===== src/rtl/fetch_stage_if.sv =====
`default_nettype none
// ============================================================================
// Module   : fetch_stage_if
// Brief    : Instruction-memory handshake and IF/ID bus of the fetch stage.
// Revision : 1.0
// ============================================================================
interface fetch_stage_if #(
    parameter int WORD_SIZE = 16
);
    logic                 i_mem_req;
    logic [WORD_SIZE-1:0] i_mem_addr;
    logic [WORD_SIZE-1:0] i_mem_data;
    logic                 i_mem_ready;
    logic                 stall;
    logic                 redirect;
    logic [WORD_SIZE-1:0] redirect_target;
    logic                 if_id_valid;
    logic [WORD_SIZE-1:0] if_id_inst;
    logic [WORD_SIZE-1:0] if_id_pc;
    logic [WORD_SIZE-1:0] if_id_pc_plus1;
    logic [3:0]           opcode;
    logic [5:0]           func_code;
    logic [15:0]          fetch_count;

    modport master (
        output i_mem_req, i_mem_addr,
        input  i_mem_data, i_mem_ready,
        input  stall, redirect, redirect_target,
        output if_id_valid, if_id_inst, if_id_pc, if_id_pc_plus1,
        output opcode, func_code, fetch_count
    );

    modport slave (
        input  i_mem_req, i_mem_addr,
        output i_mem_data, i_mem_ready,
        output stall, redirect, redirect_target,
        input  if_id_valid, if_id_inst, if_id_pc, if_id_pc_plus1,
        input  opcode, func_code, fetch_count
    );
endinterface
`default_nettype wire


===== src/rtl/fetch_stage.sv =====
`default_nettype none
// ============================================================================
// Module   : fetch_stage
// Brief    : PC, instruction-memory handshake, skid buffer and IF/ID register.
// Revision : 1.0
// ============================================================================
module fetch_stage #(
    parameter int                   WORD_SIZE = 16,
    parameter logic [WORD_SIZE-1:0] RESET_PC  = 16'h0000
) (
    input  logic           clk,
    input  logic           reset_n,
    fetch_stage_if.master  bus
);
    typedef enum logic [1:0] {
        WAIT_RST = 2'd0,
        FETCH    = 2'd1,
        BUF      = 2'd2,
        DRAIN    = 2'd3
    } state_t;

    state_t               state_q, state_d;
    logic [WORD_SIZE-1:0] pc_q, pc_d;
    logic [WORD_SIZE-1:0] buf_inst_q, buf_inst_d;
    logic [WORD_SIZE-1:0] buf_pc_q, buf_pc_d;
    logic [WORD_SIZE-1:0] tgt_q, tgt_d;
    logic                 valid_q, valid_d;
    logic [WORD_SIZE-1:0] inst_q, inst_d;
    logic [WORD_SIZE-1:0] ifpc_q, ifpc_d;
    logic [15:0]          count_q, count_d;
    logic                 mem_req;

    always_ff @(posedge clk) begin
        if (!reset_n) begin
            state_q    <= WAIT_RST;
            pc_q       <= RESET_PC;
            buf_inst_q <= '0;
            buf_pc_q   <= '0;
            tgt_q      <= '0;
            valid_q    <= 1'b0;
            inst_q     <= '0;
            ifpc_q     <= '0;
            count_q    <= '0;
        end else begin
            state_q    <= state_d;
            pc_q       <= pc_d;
            buf_inst_q <= buf_inst_d;
            buf_pc_q   <= buf_pc_d;
            tgt_q      <= tgt_d;
            valid_q    <= valid_d;
            inst_q     <= inst_d;
            ifpc_q     <= ifpc_d;
            count_q    <= count_d;
        end
    end

    always_comb begin
        state_d    = state_q;
        pc_d       = pc_q;
        buf_inst_d = buf_inst_q;
        buf_pc_d   = buf_pc_q;
        tgt_d      = tgt_q;
        valid_d    = valid_q;
        inst_d     = inst_q;
        ifpc_d     = ifpc_q;
        count_d    = count_q;
        mem_req    = 1'b0;

        case (state_q)
            WAIT_RST: begin
                state_d = FETCH;
                if (bus.redirect) begin
                    pc_d = bus.redirect_target;
                end
            end

            FETCH: begin
                mem_req = 1'b1;
                if (bus.redirect) begin
                    valid_d = 1'b0;
                    if (bus.i_mem_ready) begin
                        pc_d = bus.redirect_target;
                    end else begin
                        // The request must still complete; its word is discarded in DRAIN.
                        tgt_d   = bus.redirect_target;
                        state_d = DRAIN;
                    end
                end else if (bus.i_mem_ready) begin
                    pc_d = pc_q + WORD_SIZE'(1);
                    if (bus.stall) begin
                        buf_inst_d = bus.i_mem_data;
                        buf_pc_d   = pc_q;
                        state_d    = BUF;
                    end else begin
                        valid_d = 1'b1;
                        inst_d  = bus.i_mem_data;
                        ifpc_d  = pc_q;
                        count_d = count_q + 16'd1;
                    end
                end else if (!bus.stall) begin
                    valid_d = 1'b0;
                end
            end

            BUF: begin
                if (bus.redirect) begin
                    valid_d = 1'b0;
                    pc_d    = bus.redirect_target;
                    state_d = FETCH;
                end else if (!bus.stall) begin
                    valid_d = 1'b1;
                    inst_d  = buf_inst_q;
                    ifpc_d  = buf_pc_q;
                    count_d = count_q + 16'd1;
                    state_d = FETCH;
                end
            end

            DRAIN: begin
                mem_req = 1'b1;
                valid_d = 1'b0;
                if (bus.i_mem_ready) begin
                    pc_d    = bus.redirect ? bus.redirect_target : tgt_q;
                    state_d = FETCH;
                end else if (bus.redirect) begin
                    tgt_d = bus.redirect_target;
                end
            end

            default: begin
                state_d = WAIT_RST;
            end
        endcase
    end

    assign bus.i_mem_req      = mem_req;
    assign bus.i_mem_addr     = pc_q;
    assign bus.if_id_valid    = valid_q;
    assign bus.if_id_inst     = inst_q;
    assign bus.if_id_pc       = ifpc_q;
    assign bus.if_id_pc_plus1 = ifpc_q + WORD_SIZE'(1);
    assign bus.opcode         = inst_q[WORD_SIZE-1 -: 4];
    assign bus.func_code      = inst_q[5:0];
    assign bus.fetch_count    = count_q;
endmodule
`default_nettype wire


===== src/flat_wrapper.sv =====
// flat-port wrapper written by rule: the top's interface ports become plain ports
module fetch_stage_flat 
#(
    parameter int                   WORD_SIZE = 16,
    parameter logic [WORD_SIZE-1:0] RESET_PC  = 16'h0000
)
  (clk, reset_n, bus_i_mem_req, bus_i_mem_addr, bus_i_mem_data, bus_i_mem_ready, bus_stall, bus_redirect, bus_redirect_target, bus_if_id_valid, bus_if_id_inst, bus_if_id_pc, bus_if_id_pc_plus1, bus_opcode, bus_func_code, bus_fetch_count);
  fetch_stage_if #(.WORD_SIZE(WORD_SIZE)) bus_i ();
  input  logic clk;
  input  logic reset_n;
  output wire logic [$bits(bus_i.i_mem_req)-1:0] bus_i_mem_req;
  output wire logic [$bits(bus_i.i_mem_addr)-1:0] bus_i_mem_addr;
  input wire logic [$bits(bus_i.i_mem_data)-1:0] bus_i_mem_data;
  input wire logic [$bits(bus_i.i_mem_ready)-1:0] bus_i_mem_ready;
  input wire logic [$bits(bus_i.stall)-1:0] bus_stall;
  input wire logic [$bits(bus_i.redirect)-1:0] bus_redirect;
  input wire logic [$bits(bus_i.redirect_target)-1:0] bus_redirect_target;
  output wire logic [$bits(bus_i.if_id_valid)-1:0] bus_if_id_valid;
  output wire logic [$bits(bus_i.if_id_inst)-1:0] bus_if_id_inst;
  output wire logic [$bits(bus_i.if_id_pc)-1:0] bus_if_id_pc;
  output wire logic [$bits(bus_i.if_id_pc_plus1)-1:0] bus_if_id_pc_plus1;
  output wire logic [$bits(bus_i.opcode)-1:0] bus_opcode;
  output wire logic [$bits(bus_i.func_code)-1:0] bus_func_code;
  output wire logic [$bits(bus_i.fetch_count)-1:0] bus_fetch_count;
  assign bus_i_mem_req = bus_i.i_mem_req;
  assign bus_i_mem_addr = bus_i.i_mem_addr;
  assign bus_i.i_mem_data = bus_i_mem_data;
  assign bus_i.i_mem_ready = bus_i_mem_ready;
  assign bus_i.stall = bus_stall;
  assign bus_i.redirect = bus_redirect;
  assign bus_i.redirect_target = bus_redirect_target;
  assign bus_if_id_valid = bus_i.if_id_valid;
  assign bus_if_id_inst = bus_i.if_id_inst;
  assign bus_if_id_pc = bus_i.if_id_pc;
  assign bus_if_id_pc_plus1 = bus_i.if_id_pc_plus1;
  assign bus_opcode = bus_i.opcode;
  assign bus_func_code = bus_i.func_code;
  assign bus_fetch_count = bus_i.fetch_count;
  fetch_stage #(.WORD_SIZE(WORD_SIZE), .RESET_PC(RESET_PC)) u_core (.clk(clk), .reset_n(reset_n), .bus(bus_i));
endmodule

===== config.mk =====
export PLATFORM = sky130hd
export DESIGN_NAME = fetch_stage_flat
export DESIGN_NICKNAME = d
export VERILOG_FILES = /design/src/rtl/fetch_stage_if.sv /design/src/rtl/fetch_stage.sv /design/src/flat_wrapper.sv
export SDC_FILE = /design/constraint.sdc
export NUM_CORES = 1
export LEC_CHECK = 0
export BUFFER_PORTS_ARGS = -buffer_cell sky130_fd_sc_hd__buf_4
export CAP_MARGIN = 15
export CELL_PAD_IN_SITES_DETAIL_PLACEMENT = 0
export CELL_PAD_IN_SITES_GLOBAL_PLACEMENT = 2
export CORE_UTILIZATION = 29
export CTS_CLUSTER_DIAMETER = 40
export DETAILED_ROUTE_END_ITERATION = 8
export PLACE_DENSITY = 0.83
export SLEW_MARGIN = 25
export SYNTH_ARGS = -nofsm -noshare
export SYNTH_HDL_FRONTEND = slang
export SYNTH_SLANG_ARGS = --single-unit
export TNS_END_PERCENT = 1

===== constraint.sdc =====
create_clock -name clk -period 2.6 [get_ports clk]
set_clock_uncertainty 0.1 [all_clocks]
set_input_delay 0.26 -clock clk [delete_from_list [all_inputs] [get_ports clk]]
set_output_delay 0.26 -clock clk [all_outputs]
set_load 0.01 [all_outputs]

# ---- Yosys cells after proc, flatten, opt, wreduce, memory -nomap -nowiden
# Cells that the tools add are included.
dict set report word_totals {
  reg_bits 115
  output_inout_bits 92
  elab_cells 87
}
dict set report classes {
  add_sub_neg 3
  reduce_logical 13
  bitwise_logic 1
  n_mux 43
  eq_ne 18
}
# operator n
set ops {}
lappend ops {{16-bit 2-to-1 mux} 23}
lappend ops {{16-bit one-hot mux with 2 select lines} 4}
lappend ops {{16-bit by 1-bit adder with 16-bit output, second input constant} 3}
lappend ops {{16-bit one-hot mux with 3 select lines} 1}
lappend ops {{2-bit inequality test, second input constant} 9}
lappend ops {{2-bit 2-to-1 mux} 7}
lappend ops {{3-bit inequality test, second input constant} 4}
lappend ops {{4-bit AND reduction} 3}
lappend ops {{2-bit one-hot mux with 4 select lines} 1}
lappend ops {{1-bit 2-to-1 mux} 6}
lappend ops {{6-bit AND reduction} 1}
lappend ops {{5-bit AND reduction} 1}
lappend ops {{2-bit equality test, second input constant} 2}
lappend ops {{4-bit inequality test, second input constant} 1}
lappend ops {{2-bit nonzero test} 2}
lappend ops {{2-bit OR reduction} 2}
lappend ops {{1-bit one-hot mux with 3 select lines} 1}
lappend ops {{3-bit AND reduction} 1}
lappend ops {{3-bit nonzero test} 1}
lappend ops {{2-bit by 1-bit equality test with 1-bit output, second input constant} 1}
lappend ops {{2-bit logical NOT} 1}
lappend ops {{2-bit by 1-bit inequality test with 1-bit output, second input constant} 1}
lappend ops {{2-bit AND reduction} 1}
lappend ops {{1-bit NOT} 1}

# ---- Longest topological paths before layout
dict set report logic_depth {
  ltp_word 5
  ltp_mapped 11
  depth_no_buf 7
}

# ---- Worst setup path after synthesis
# OpenSTA, ideal clock, no wires.
dict set report synth_timing {
  path_type {register to register}
  from {register u_core.state_q[0]}
  to {register u_core.inst_q[0], in the netlist u_core.bus.if_id_inst[0]}
  arrival_time_ps 2268
  required_ps 2419
  stages_incl_launch_ff 11
  path_slack_ps 151
  synth_period_minus_slack_ps 2449
  setup_time_ps 81
  path_cell_list {dfxtp_1 -> clkbuf_1 -> clkinv_1 -> ha_1 -> buf_2 -> a21oi_2 -> o21a_1 -> buf_2 -> clkbuf_1 -> nor3_1 -> a211oi_2}
}
dict set report synth_via {
  elab_chain_len 3
}
# element line_no
set synth_rtl {}
lappend synth_rtl {{from (decl)} fetch_stage.sv:22} ;# state_t state_q, state_d;
lappend synth_rtl {{from (signal assigned)} fetch_stage.sv:45} ;# state_q <= state_d;
lappend synth_rtl {{2-bit equality test or 2-bit by 1-bit equality test with 1-bit output (tied branches)} fetch_stage.sv:69} ;# case (state_q)
lappend synth_rtl {{2-bit inequality test (no source line) or 2-bit nonzero test (tied branches)} -}
lappend synth_rtl {{6-bit AND reduction (no source line)} -}
lappend synth_rtl {{to (signal assigned)} fetch_stage.sv:51} ;# inst_q <= inst_d;
lappend synth_rtl {{to (decl)} fetch_stage.sv:28} ;# logic [WORD_SIZE-1:0] inst_q, inst_d;
# Parallel ways exist; a longest one is shown, timed or not.
# A chain may end at the register's enable or synchronous reset.

# ---- Worst setup path in the final report
dict set report layout_timing {
  from {register u_core.state_q[0]}
  to {register u_core.count_q[5], in the netlist u_core.bus.fetch_count[5]}
}
dict set report layout_via {
  elab_chain_len 3
}
# element line_no
set layout_rtl {}
lappend layout_rtl {{2-bit equality test or 2-bit by 1-bit equality test with 1-bit output (tied branches)} fetch_stage.sv:69}
lappend layout_rtl {{2-bit inequality test (no source line) or 2-bit nonzero test (tied branches)} -}
lappend layout_rtl {{4-bit AND reduction (no source line)} -}
lappend layout_rtl {{to (signal assigned)} fetch_stage.sv:53} ;# count_q <= count_d;
lappend layout_rtl {{to (decl)} fetch_stage.sv:30} ;# logic [15:0] count_q, count_d;
# Parallel ways exist; a longest one is shown, timed or not.

==> key figures <==
Critical path
  – Critical Path Start: u_core.state_q[0]
  – Maximum fanout encountered on the critical timing path: 7
  – Source of the worst register-to-register timing path: u_core.state_q[0]
  – Standard cell with the maximum stage delay on the critical path: sky130_fd_sc_hd__dfxtp_1
  – Kind of start point of the critical path: flip-flop
  – Worst setup path category: reg -> reg
  – Dominant delay contributor by cell family on the critical path: simple AND/OR/NAND/NOR gates
  – Slowest cell delay on critical path: 410 ps
  – Critical Path AT: 2500 ps
  – Kind of end point of the critical path: flip-flop
  – Required time at the endpoint of the critical path: 2850 ps
  – Cell Chain, Critical Path: clkinv_1 > ha_1 > nor2b_1 > o2111ai_1 > buf_4 > or3_1 > a21oi_1
  – Bufs and invs on worst path: 2

Synthesis
  – Fraction of the mapped netlist area in compound gates: a little under a quarter
  – Number of enable flip-flop cells after synthesis: 0
  – Number of storage elements in the synthesis netlist: 115
  – Dominant combinational cell family by area after synthesis: compound AO/OA/AOI/OAI gates
  – Avg Synthesized Cell Area: about 8.4 µm²
  – Area share of and/or/nand/nor cells after synthesis: 21.0%
  – Area share of fa/ha/maj cells after synthesis: ~1.4%
  – Part of the Yosys area used for sequential elements: a little under two fifths
  – Cell types with the largest area share after synthesis: sky130_fd_sc_hd__dfxtp_1 38%, sky130_fd_sc_hd__nand2_1 7.8%, sky130_fd_sc_hd__a211oi_2 6.2%, sky130_fd_sc_hd__mux2i_1 6.1%, sky130_fd_sc_hd__a21oi_1 6.0%
  – Mapped cell area: 6040 µm²
  – Mux cell area share after synthesis: ~6.9%
  – Top flip-flop cell by instance count after synthesis: sky130_fd_sc_hd__dfxtp_1
  – Count of unique library cells instantiated by Yosys: between 60 and 70
  – Largest area contributor in the synthesized netlist: sky130_fd_sc_hd__dfxtp_1
  – XOR/XNOR share of the synthesized area: around 3.2%
  – Yosys warning total: 0
  – Synthesized Nets: ~770
  – Syn Inst Count: a little over 700
  – Top cell type's share of synthesized area: about two fifths
  – Share of flip-flops with an asynchronous set or reset after synthesis: 0%

Run status
  – Outcome: finished clean

Timing
  – F_max: approximately 0.44 GHz
  – Max-Slew Margin vs Limit: between 60% and 70%
  – Final-report hold violation count: 0
  – Pins over their slew limit: 0
  – Final WS setup: between 300 and 400 ps
  – Ratio of final minimum period to clock period: 86.6%
  – Post-route minimum period: approximately 2300 ps
  – Unrepaired setup endpoints after global routing: no
  – Count of endpoints failing setup in the final report: 0
  – Final setup TNS: 0 ps
  – Slew at the pin with the worst max-slew slack: between 500 and 600 ps

Pwr
  – Static leakage power: slightly below 3 nW
  – Internal power of the cells: ~0.0047 W
  – Power per unit of standard cell area: 834 nW/µm²
  – Sequential Power Share: around a third
  – Sw power: between 0.002 and 0.0025 W
  – Combinational share of power: approximately 28%
  – Switching portion of total power: 31.0%
  – Clock Power Share: approximately two fifths
  – Peak VDD IR: between 500 and 600 µV

Die
  – # IOs: ~130
  – Cell row count: between 50 and 60
  – Starting utilization of the core area: 29.8%
  – Die Span Y: 146 µm
  – Width of the die: 146 µm
  – Core Footprint: just over 20000 µm²
  – Area of the die: about 21000 µm²

Route
  – Routed Antenna Nets: 0
  – Met3 wire length: between 900 and 1000 µm
  – Final WL: 17800 µm
  – Detail-routed via count per cell: about 5
  – Vias: 5689
  – DRT iter0 DRCs: 317
  – M1 wire length: between 8000 and 9000 µm
  – Average routed wire per standard cell: between 15 and 20 µm
  – Total length of routed met2 wires: about 8000 µm
  – Detailed-route DRC error count: 0
  – Highest metal used: met4
  – First-pass DRT Iterations: 5

CTS
  – CTS Buffer Depth: 2
  – CTS H-Tree Depth: 4
  – Number of buffers added by the clock tree synthesis step: 17
  – # Post-CTS Setup Buffers: 0
  – TritonCTS clock tree: built
  – Clock tree sinks: between 100 and 150
  – Clock Root Buffer: sky130_fd_sc_hd__clkbuf_16
  – Register clock-pin slew on the reported worst setup and hold paths: approximately 50 ps
  – Clk Latency, worst-skew pair: approximately 410 ps

GRT
  – GR Util All Layers: between 15 and 20%
  – Maximum number of pins on one net before global-route repair: 54
  – Wire length of the first global-routing pass: 28900 µm
  – Antenna violations before repair: 0
  – Global route overflow: 0
  – Via count of the first global-routing pass: approximately 5300

Placement
  – Placer congestion estimate: slightly below 0.8
  – Port buffer count: 128
  – Total half-perimeter wirelength after legalization and detailed placement: roughly 12000 µm
  – Worst setup slack after placement: 346 ps

Job
  – Count of max-cap constraint violations: 0

Cells and area
  – P&R area growth vs syn: 34.2%
  – Most frequent cells in the layout: 157 x sky130_fd_sc_hd__buf_4, 125 x sky130_fd_sc_hd__nand2_1, 115 x sky130_fd_sc_hd__dfxtp_1
  – Post-layout net count: slightly below 900
  – N_diodes: 0
  – Layout cells sized above 1: approximately 27%
  – Most common library cell in the layout ignoring fill and taps: sky130_fd_sc_hd__buf_4

Hold path
  – Tightest Hold Check Type: in -> reg
  – Hold Startpoint: bus_redirect_target[9]
-- power by group through the flow --
stage                     registers [W]  logic [W]  clock network [W]
after floorplan                 0.00227    0.00110                  0
after global placement          0.00226    0.00188                  0
after detailed placement        0.00226    0.00189                  0
after CTS                       0.00222    0.00191            0.00270
after global routing            0.00226    0.00207            0.00277
final                           0.00222    0.00190            0.00265
-- state kept, by name, indices dropped and copies added, names as in the netlist --
register / flops
u_core.buf_inst_q: 16
u_core.bus.if_id_inst: 16
u_core.bus.i_mem_addr: 16
u_core.bus.if_id_valid: 1
u_core.buf_pc_q: 16
u_core.bus.fetch_count: 16
u_core.tgt_q: 16
u_core.bus.if_id_pc: 16
u_core.state_q: 2
-- kinds of logic (layout without fill, tap and decap cells) --
logic type / count (synthesis) / after routing
XOR/XNOR: 22 / 22
flip-flops: 115 / 115
AND/OR/NAND/NOR: 267 / 267
buffers and inverters: 78 / 217
AO/OA/AOI/OAI: 191 / 191
adder cells (fa/ha/maj): 7 / 7
multiplexers: 41 / 41
-- routing by layer --
| layer | vias up | global-route usage (%) |
|---|---|---|
| li1 | 2848 | - |
| met1 | 2667 | 23.2 |
| met2 | 156 | 26.0 |
| met3 | 18 | 3.41 |
| met4 | 0 | 5.68 |
| met5 | - | 0 |
-- Yosys cell counts, drive strengths merged (4+ instances only) --
master,instances
a211oi,37
a21oi,74
a221o,4
a221oi,5
and3,4
and4,5
buf,24
clkbuf,44
dfxtp,115
ha,7
inv,9
mux2,4
mux2i,37
nand2,125
nand2b,8
nand3,22
nand4,10
nor2,15
nor2b,6
nor3,40
nor4,4
o211ai,8
o21ai,21
o2bb2ai,4
o31ai,5
or3,13
xnor2,15
xor2,7
-- cell type report --
class	instances	area, µm²
timing repair buffer	175	1380
clock buffer	19	433
tap	270	338
fill	2098	12200
multi-input combinational	528	3390
clock inverter	13	231
inverter	10	40.0
sequential	115	2300
-- worst reg2reg max path: cells and delay by family (launching register included) --
| family | cells | cell delay, ps |
|---|---|---|
| buffers and inverters | 2 | 400 |
| AOI/OAI and AO/OA | 2 | 430 |
| adders and majority gates | 1 | 330 |
| and+or+nand+nor | 2 | 510 |
| DFF | 1 | 410 |
-- path summary, 6_finish.rpt --
path / end / slack [ps] / cells after the start
hold / removal: u_core.tgt_q[9] / 10 / 3
hold reg to reg: u_core.tgt_q[3] / 350 / 2
setup reg to reg: u_core.bus.fetch_count[5] / 350 / 7
setup / recovery: u_core.bus.fetch_count[5] / 350 / 7
-- timing repair --
action / CTS / global route
resized for setup: 0 / 1
endpoints found under the hold margin: 15 / 1
hold buffers: 15 / 1
setup endpoints to repair: 0 / 2
-- per-stage QoR --
step	utilization (%)	total power [W]	hold WS (ps)	std cells	area [µm²]
final	40.0	0.00676	12.9	1130	8110
after global routing	40.0	0.00710	7.01	1130	8110
after CTS	39.9	0.00684	0.387	1129	8100
after detailed placement	35.9	0.00415	344	1082	7280
after global placement	35.9	0.00413	341	1082	7280
after floorplan	-	0.00337	296	721	6040
Note: power is estimated with default switching activity, not from simulation.
